`src/rtl/mem_pkg.sv`:
```
// Shared defaults and FSM encoding for the two-port memory arbiter.
// Latency: n/a (type and constant definitions only).
// Backpressure: n/a.
package mem_pkg;

  localparam int DW_DEF = 4;
  localparam int AW_DEF = 2;

  typedef enum logic {
    IDLE   = 1'b0,
    ACCESS = 1'b1
  } state_t;

endpackage

```
`src/rtl/reg_bank.sv`:
```
// Flip-flop word storage: one synchronous write port, one combinational read port.
// Latency: write lands on the clock edge; the read port reflects the stored word in the same cycle.
// Backpressure: none; every asserted write is accepted.
module reg_bank
  import mem_pkg::*;
#(
  parameter int DW = DW_DEF,
  parameter int AW = AW_DEF
) (
  input  logic          clk,
  input  logic          Re,
  input  logic          wr_en,
  input  logic [AW-1:0] wr_addr,
  input  logic [DW-1:0] wr_dat,
  input  logic [AW-1:0] rd_addr,
  output logic [DW-1:0] rd_dat
);

  logic [DW-1:0] words [2**AW];

  // Storage words: cleared by reset, otherwise updated by the single write port.
  always_ff @(posedge clk or negedge Re) begin
    if (!Re) begin
      for (int i = 0; i < 2**AW; i++) begin
        words[i] <= '0;
      end
    end else if (wr_en) begin
      words[wr_addr] <= wr_dat;
    end
  end

  assign rd_dat = words[rd_addr];

endmodule

```
`src/rtl/mem_arbiter.sv`:
```
// Round-robin arbiter granting two requesters one-at-a-time access to a shared word bank.
// Latency: request sampled at edge k -> grant in cycle k+1 -> write visible / rvalid in cycle k+2.
// Backpressure: requesters hold req until their grant; at most one transaction per two cycles.
module mem_arbiter
  import mem_pkg::*;
#(
  parameter int DW = DW_DEF,
  parameter int AW = AW_DEF
) (
  input  logic          clk,
  input  logic          Re,
  input  logic          req0,
  input  logic          req1,
  input  logic          we0,
  input  logic          we1,
  input  logic [AW-1:0] addr0,
  input  logic [AW-1:0] addr1,
  input  logic [DW-1:0] wdata0,
  input  logic [DW-1:0] wdata1,
  output logic          gnt0,
  output logic          gnt1,
  output logic [DW-1:0] rdata,
  output logic          rvalid
);

  state_t        state;
  state_t        next_state;
  logic          load;
  logic          win_nxt;
  logic          op_we;
  logic          op_id;
  logic [AW-1:0] op_addr;
  logic [DW-1:0] op_wdata;
  logic          last_win;
  logic          bank_wr_en;
  logic [DW-1:0] bank_rd_dat;

  // State register.
  always_ff @(posedge clk or negedge Re) begin
    if (!Re) begin
      state <= IDLE;
    end else begin
      state <= next_state;
    end
  end

  // Next state, winner selection and grant decode.
  always_comb begin
    next_state = state;
    load       = 1'b0;
    win_nxt    = 1'b0;
    gnt0       = 1'b0;
    gnt1       = 1'b0;
    case (state)
      IDLE: begin
        if (req0 || req1) begin
          load       = 1'b1;
          next_state = ACCESS;
          // Contested: whoever lost last time wins now; otherwise the lone requester.
          win_nxt    = (req0 && req1) ? ~last_win : req1;
        end
      end
      ACCESS: begin
        next_state = IDLE;
        gnt0       = ~op_id;
        gnt1       = op_id;
      end
      default: next_state = IDLE;
    endcase
  end

  // Capture the winner's operation so later input changes cannot disturb it.
  always_ff @(posedge clk or negedge Re) begin
    if (!Re) begin
      op_we    <= 1'b0;
      op_id    <= 1'b0;
      op_addr  <= '0;
      op_wdata <= '0;
    end else if (load) begin
      op_id    <= win_nxt;
      op_we    <= win_nxt ? we1    : we0;
      op_addr  <= win_nxt ? addr1  : addr0;
      op_wdata <= win_nxt ? wdata1 : wdata0;
    end
  end

  // Complete the transaction on the edge leaving ACCESS: read data, rvalid pulse, fairness pointer.
  always_ff @(posedge clk or negedge Re) begin
    if (!Re) begin
      rdata    <= '0;
      rvalid   <= 1'b0;
      last_win <= 1'b1;
    end else begin
      rvalid <= 1'b0;
      if (state == ACCESS) begin
        last_win <= op_id;
        if (!op_we) begin
          rdata  <= bank_rd_dat;
          rvalid <= 1'b1;
        end
      end
    end
  end

  assign bank_wr_en = (state == ACCESS) && op_we;

  reg_bank #(
    .DW(DW),
    .AW(AW)
  ) u_bank (
    .clk    (clk),
    .Re     (Re),
    .wr_en  (bank_wr_en),
    .wr_addr(op_addr),
    .wr_dat (op_wdata),
    .rd_addr(op_addr),
    .rd_dat (bank_rd_dat)
  );

endmodule

```
`config.mk`:
```
export PLATFORM = sky130hd
export DESIGN_NAME = mem_arbiter
export DESIGN_NICKNAME = d
export VERILOG_FILES = /design/src/rtl/mem_pkg.sv /design/src/rtl/reg_bank.sv /design/src/rtl/mem_arbiter.sv
export SDC_FILE = /design/constraint.sdc
export NUM_CORES = 1
export LEC_CHECK = 0
export ABC_AREA = 1
export CAP_MARGIN = 10
export CORE_ASPECT_RATIO = 0.6
export CORE_MARGIN = 8
export CORE_UTILIZATION = 55
export CTS_CLUSTER_SIZE = 14
export DETAILED_ROUTE_END_ITERATION = 10
export PLACE_DENSITY = 0.8
export SYNTH_ARGS = -nofsm -noshare
export SYNTH_HDL_FRONTEND = slang
export SYNTH_SLANG_ARGS = --single-unit
```
`constraint.sdc`:
```
create_clock -name clk -period 2.4 [get_ports clk]
set_clock_uncertainty 0.2 [all_clocks]
set_input_delay 0.48 -clock clk [delete_from_list [all_inputs] [get_ports clk]]
set_output_delay 0.48 -clock clk [all_outputs]
set_load 0.005 [all_outputs]
```
# Yosys cells after proc, flatten, opt, wreduce, memory -nomap -nowiden
# Cells that the tools add are included.
# word_totals
out_inout_bits	7
word_cells	43
regBits	31
# classes
n_mux	19
reduce_logical	5
bitwise_logic	5
magnitude_cmp	2
# ops
operator	count
$bwmux 16	1
$mux 4	4
$mux 1	10
$bmux 4 s2	1
$demux 4 s2	1
$not 1->1	4
$ge 3x3->1 const B	1
$logic_and 1x1->1	3
$lt 3x1->1 const B	1
$not 2->3	1
$mux 2	1
$pmux 1 s2	1
$reduce_and 2->1	1
$logic_or 1x1->1	1

# Longest topological paths before layout
# depth
word_depth	6
mapped_depth	8
depth_no_buf	7

# Modules after synthesis
# Synthesis repeated with hierarchy kept, for this count alone.
# hier_totals
cells_unflattened	213
hier_area_um2	1594.0
# modules_own_cells
module	instances	cells_per_inst	area_each_um2
reg_bank	1	119	879.6
mem_arbiter	1	94	714.4

# Worst setup path before layout
# Ideal clock, no wire load.
# synth_timing
path_type	reg-to-reg
from	register last_win
to	register op_addr[0]
setup_slack_ps	1083
arrival_time_ps	1000
stages_incl_launch_ff	6
required_ps	2082
n_path_buf	0
cell_sequence	dfstp_2 -> nand2_1 -> nand2_1 -> nand2_1 -> nand3_1 -> nand2_1
# synth_between
elab_chain_len	5
# synth_rtl
element	line	rtl
start, declared	mem_arbiter.sv:34	logic last_win;
start signal, assigned	mem_arbiter.sv:96	last_win <= op_id;
$not 1->1	mem_arbiter.sv:60	win_nxt = (req0 && req1) ? ~last_win : req1;
$mux 1	mem_arbiter.sv:60	
$mux 1	mem_arbiter.sv:56	if (req0 || req1) begin
$mux 1	mem_arbiter.sv:54	case (state)
$mux 2	mem_arbiter.sv:82	op_addr <= win_nxt ? addr1 : addr0;
end signal, assigned	mem_arbiter.sv:82	
end, declared	mem_arbiter.sv:32	logic [AW-1:0] op_addr;
# Every way passes these cells.
# A chain may end at the register's enable or synchronous reset.

# Worst setup path after layout
# layout_timing
from	register state
to	output gnt0
# layout_between
elab_chain_len	1
# layout_rtl
element	line	rtl
start, declared	mem_arbiter.sv:26	state_t state;
start signal, assigned	mem_arbiter.sv:43	state <= next_state;
$mux 1	mem_arbiter.sv:54	
end, declared	mem_arbiter.sv:20	output logic gnt0,
# Every way passes these cells.

==> reports/metrics.csv <==
metric,value,unit
status,"complete, no violations",
antenna_found_initial,0,
fin_crit_sh,89.7,%
min_period,2150,ps
grt_pass1_vias,1183,
pin_count,25,
ir_drop,0.000493,V
start_kind,flip-flop,
synthCells,194,
vias_per_cell,4.87,
cts_tree,built,
grtUsageMet3,4.68,%
dr.pass1.iters,4,
die_y,56.0,um
io_buffers,24,
drc_errors,0,
cts.clk_slew.worst_paths,60,ps
wl_per_cell,12.2,um
drv_slew,0,
yosysWarnings,0,
rrSetupSlack,760,ps
fin_hold_ws,280,ps
grt_pass1_wl,5.33,mm
numCtsBuffers,5,
ys_seq_area_share,53.0,%
cts_max_path_buffers,2,
row_count,14,
ff2ff_path_depth,3,
hold_depth,2,
hpwl,2.41,mm
synthToLayoutAreaGrowth,24.5,%
cp-end-kind,primary output,
path_class,reg -> out,
postRouteAntennaNets,0,
timing.rr.end,u_bank.words[3]$_DFFE_PN0P_,
grt_use_met1,21.2,%
hold_viol_final,0,
gr-usage-met2,20.0,%
grt_max_degree,32,
worst_pin_slew,380,ps
drive_gt1_share,7.11,%
rsz0062_at_grt,no,
place_congestion,0.855,
min_path_type,reg -> reg,
hold_path_end,rdata[1]$_DFFE_PN0P_,
die-area,4630,um^2
fillCellCount,201,
mostFrequentLayoutCells,"nand2_1 (93), dfrtp_1 (30), inv_1 (27), clkdlybuf4s50_1 (24)",
grt_overflow,0,
insertion_delay,280,ps
mappedNetlistNets,212,
required,1720,ps
chipWidth,82.7,um
min_from,rdata[1]$_DFFE_PN0P_,
p_leak,0.987,nW
cap_violations,0,
postCtsResizedCells,0,
hold_buffers,0,
grt-busiest-layer,met1,
mostFrequentLayoutCell,nand2_1,
postCtsSetupBuffers,0,
cts_root_buffer,clkbuf_8,
fin_nets,242,
worstPathMaxFanout,4,
powerDensity,956,nW/um^2
arrival,1470,ps
drtIter0Drc,121,
r2r_start,op_addr[0]$_DFFE_PN0P_,
coreArea,2520,um^2
synth_seq_cells,31,
max-slew-margin-rel,74.6,%
num_antenna_cells,0,
syn_area,1470,um^2
fin_setup_tns,0,ps
clkSinkCount,31,
synthDistinctLibCells,15,
htree_levels,2,
max_freq,0.465,GHz
setup_violations,0,
track_usage,15.0,%
wl,3.13,mm
start_util,58.1,%
synth_area_per_cell,7.56,um^2
num_vias,1252,
## flip-flops by register name, summed over array words and instances, names as in the netlist
| signal | count |
|---|---|
| op_id | 1 |
| rvalid | 1 |
| op_wdata | 4 |
| last_win | 1 |
| u_bank.words | 16 |
| rdata | 4 |
| op_we | 1 |
| state | 1 |
| op_addr | 2 |
## layout make-up
class	count	area [um^2]	area share [%]
Multi-Input combinational cell	131	566	31.0
Timing Repair Buffer	25	248	13.6
Clock inverter	1	5.00	0.274
Clock buffer	7	76.3	4.18
Tap cell	32	40.0	2.19
Inverter	30	114	6.24
Sequential cell	31	777	42.6
## per-layer routing
metal	wire, um	vias up	share of wire, %
met5	0	-	0
met4	48	0	1.5
met3	216	8	6.9
met2	1310	40	42
met1	1560	558	50
li1	-	646	-
## how the worst max path moves through the flow
stage | startpoint | cells past startpoint | endpoint
6_report | state$_DFF_PN0_ | 3 | gnt0
5_1_grt | state$_DFF_PN0_ | 3 | gnt0
4_1_cts | state$_DFF_PN0_ | 3 | gnt0
3_5_place_dp | req0 | 6 | op_wdata[2]$_DFFE_PN0P_
3_3_place_gp | req0 | 6 | op_wdata[0]$_DFFE_PN0P_
2_1_floorplan | last_win$_DFFE_PN1P_ | 5 | op_addr[0]$_DFFE_PN0P_
## logic make-up (layout without fill, tap and decap cells)
family | Yosys count | in the layout | synth area share (%)
AND/OR/NAND/NOR | 114 | 114 | 32.5
flip-flops | 31 | 31 | 53.0
buffers and inverters | 32 | 63 | 8.45
AO/OA/AOI/OAI | 17 | 17 | 6.06
## cell usage after synthesis
master / instances / area share (%)
nand2_1: 93 / 24
dfrtp_1: 30 / 51
inv_1: 27 / 6.9
nand3_1: 16 / 5.5
o21ai_0: 16 / 5.5
buf_2: 2 / 0.68
inv_2: 2 / 0.51
clkinv_2: 1 / 0.34
dfstp_2: 1 / 1.8
nand3_2: 1 / 0.68
nor2_1: 1 / 0.26
nor2_2: 1 / 0.43
nor2_4: 1 / 0.77
nor3_4: 1 / 1.1
o21ai_2: 1 / 0.60
## per-stage QoR
stage,worst slack [ps],total power [mW],area [um^2],cells,utilization (%)
final,248,1.75,1830,257,72.4
after global routing,191,1.89,1830,257,72.4
after CTS,232,1.76,1830,257,72.4
after detailed placement,430,1.37,1740,249,69.1
after global placement,508,1.35,1740,249,69.1
after floorplan,1080,1.15,1470,194,-
## report_power, final
part           switching [mW]  total (mW)  internal [mW]  leakage (nW)
combinational           0.280       0.509          0.229         0.556
clock                   0.177       0.380          0.203        0.0422
sequential              0.134       0.856          0.722         0.388
## critical path, stage by stage, from the launching register on
cell             delay [ps]
dfrtp_1                 430
inv_1                   130
nor2_1                  110
clkdlybuf4s50_1         520
No activity file was read; power rests on OpenSTA's default activity.
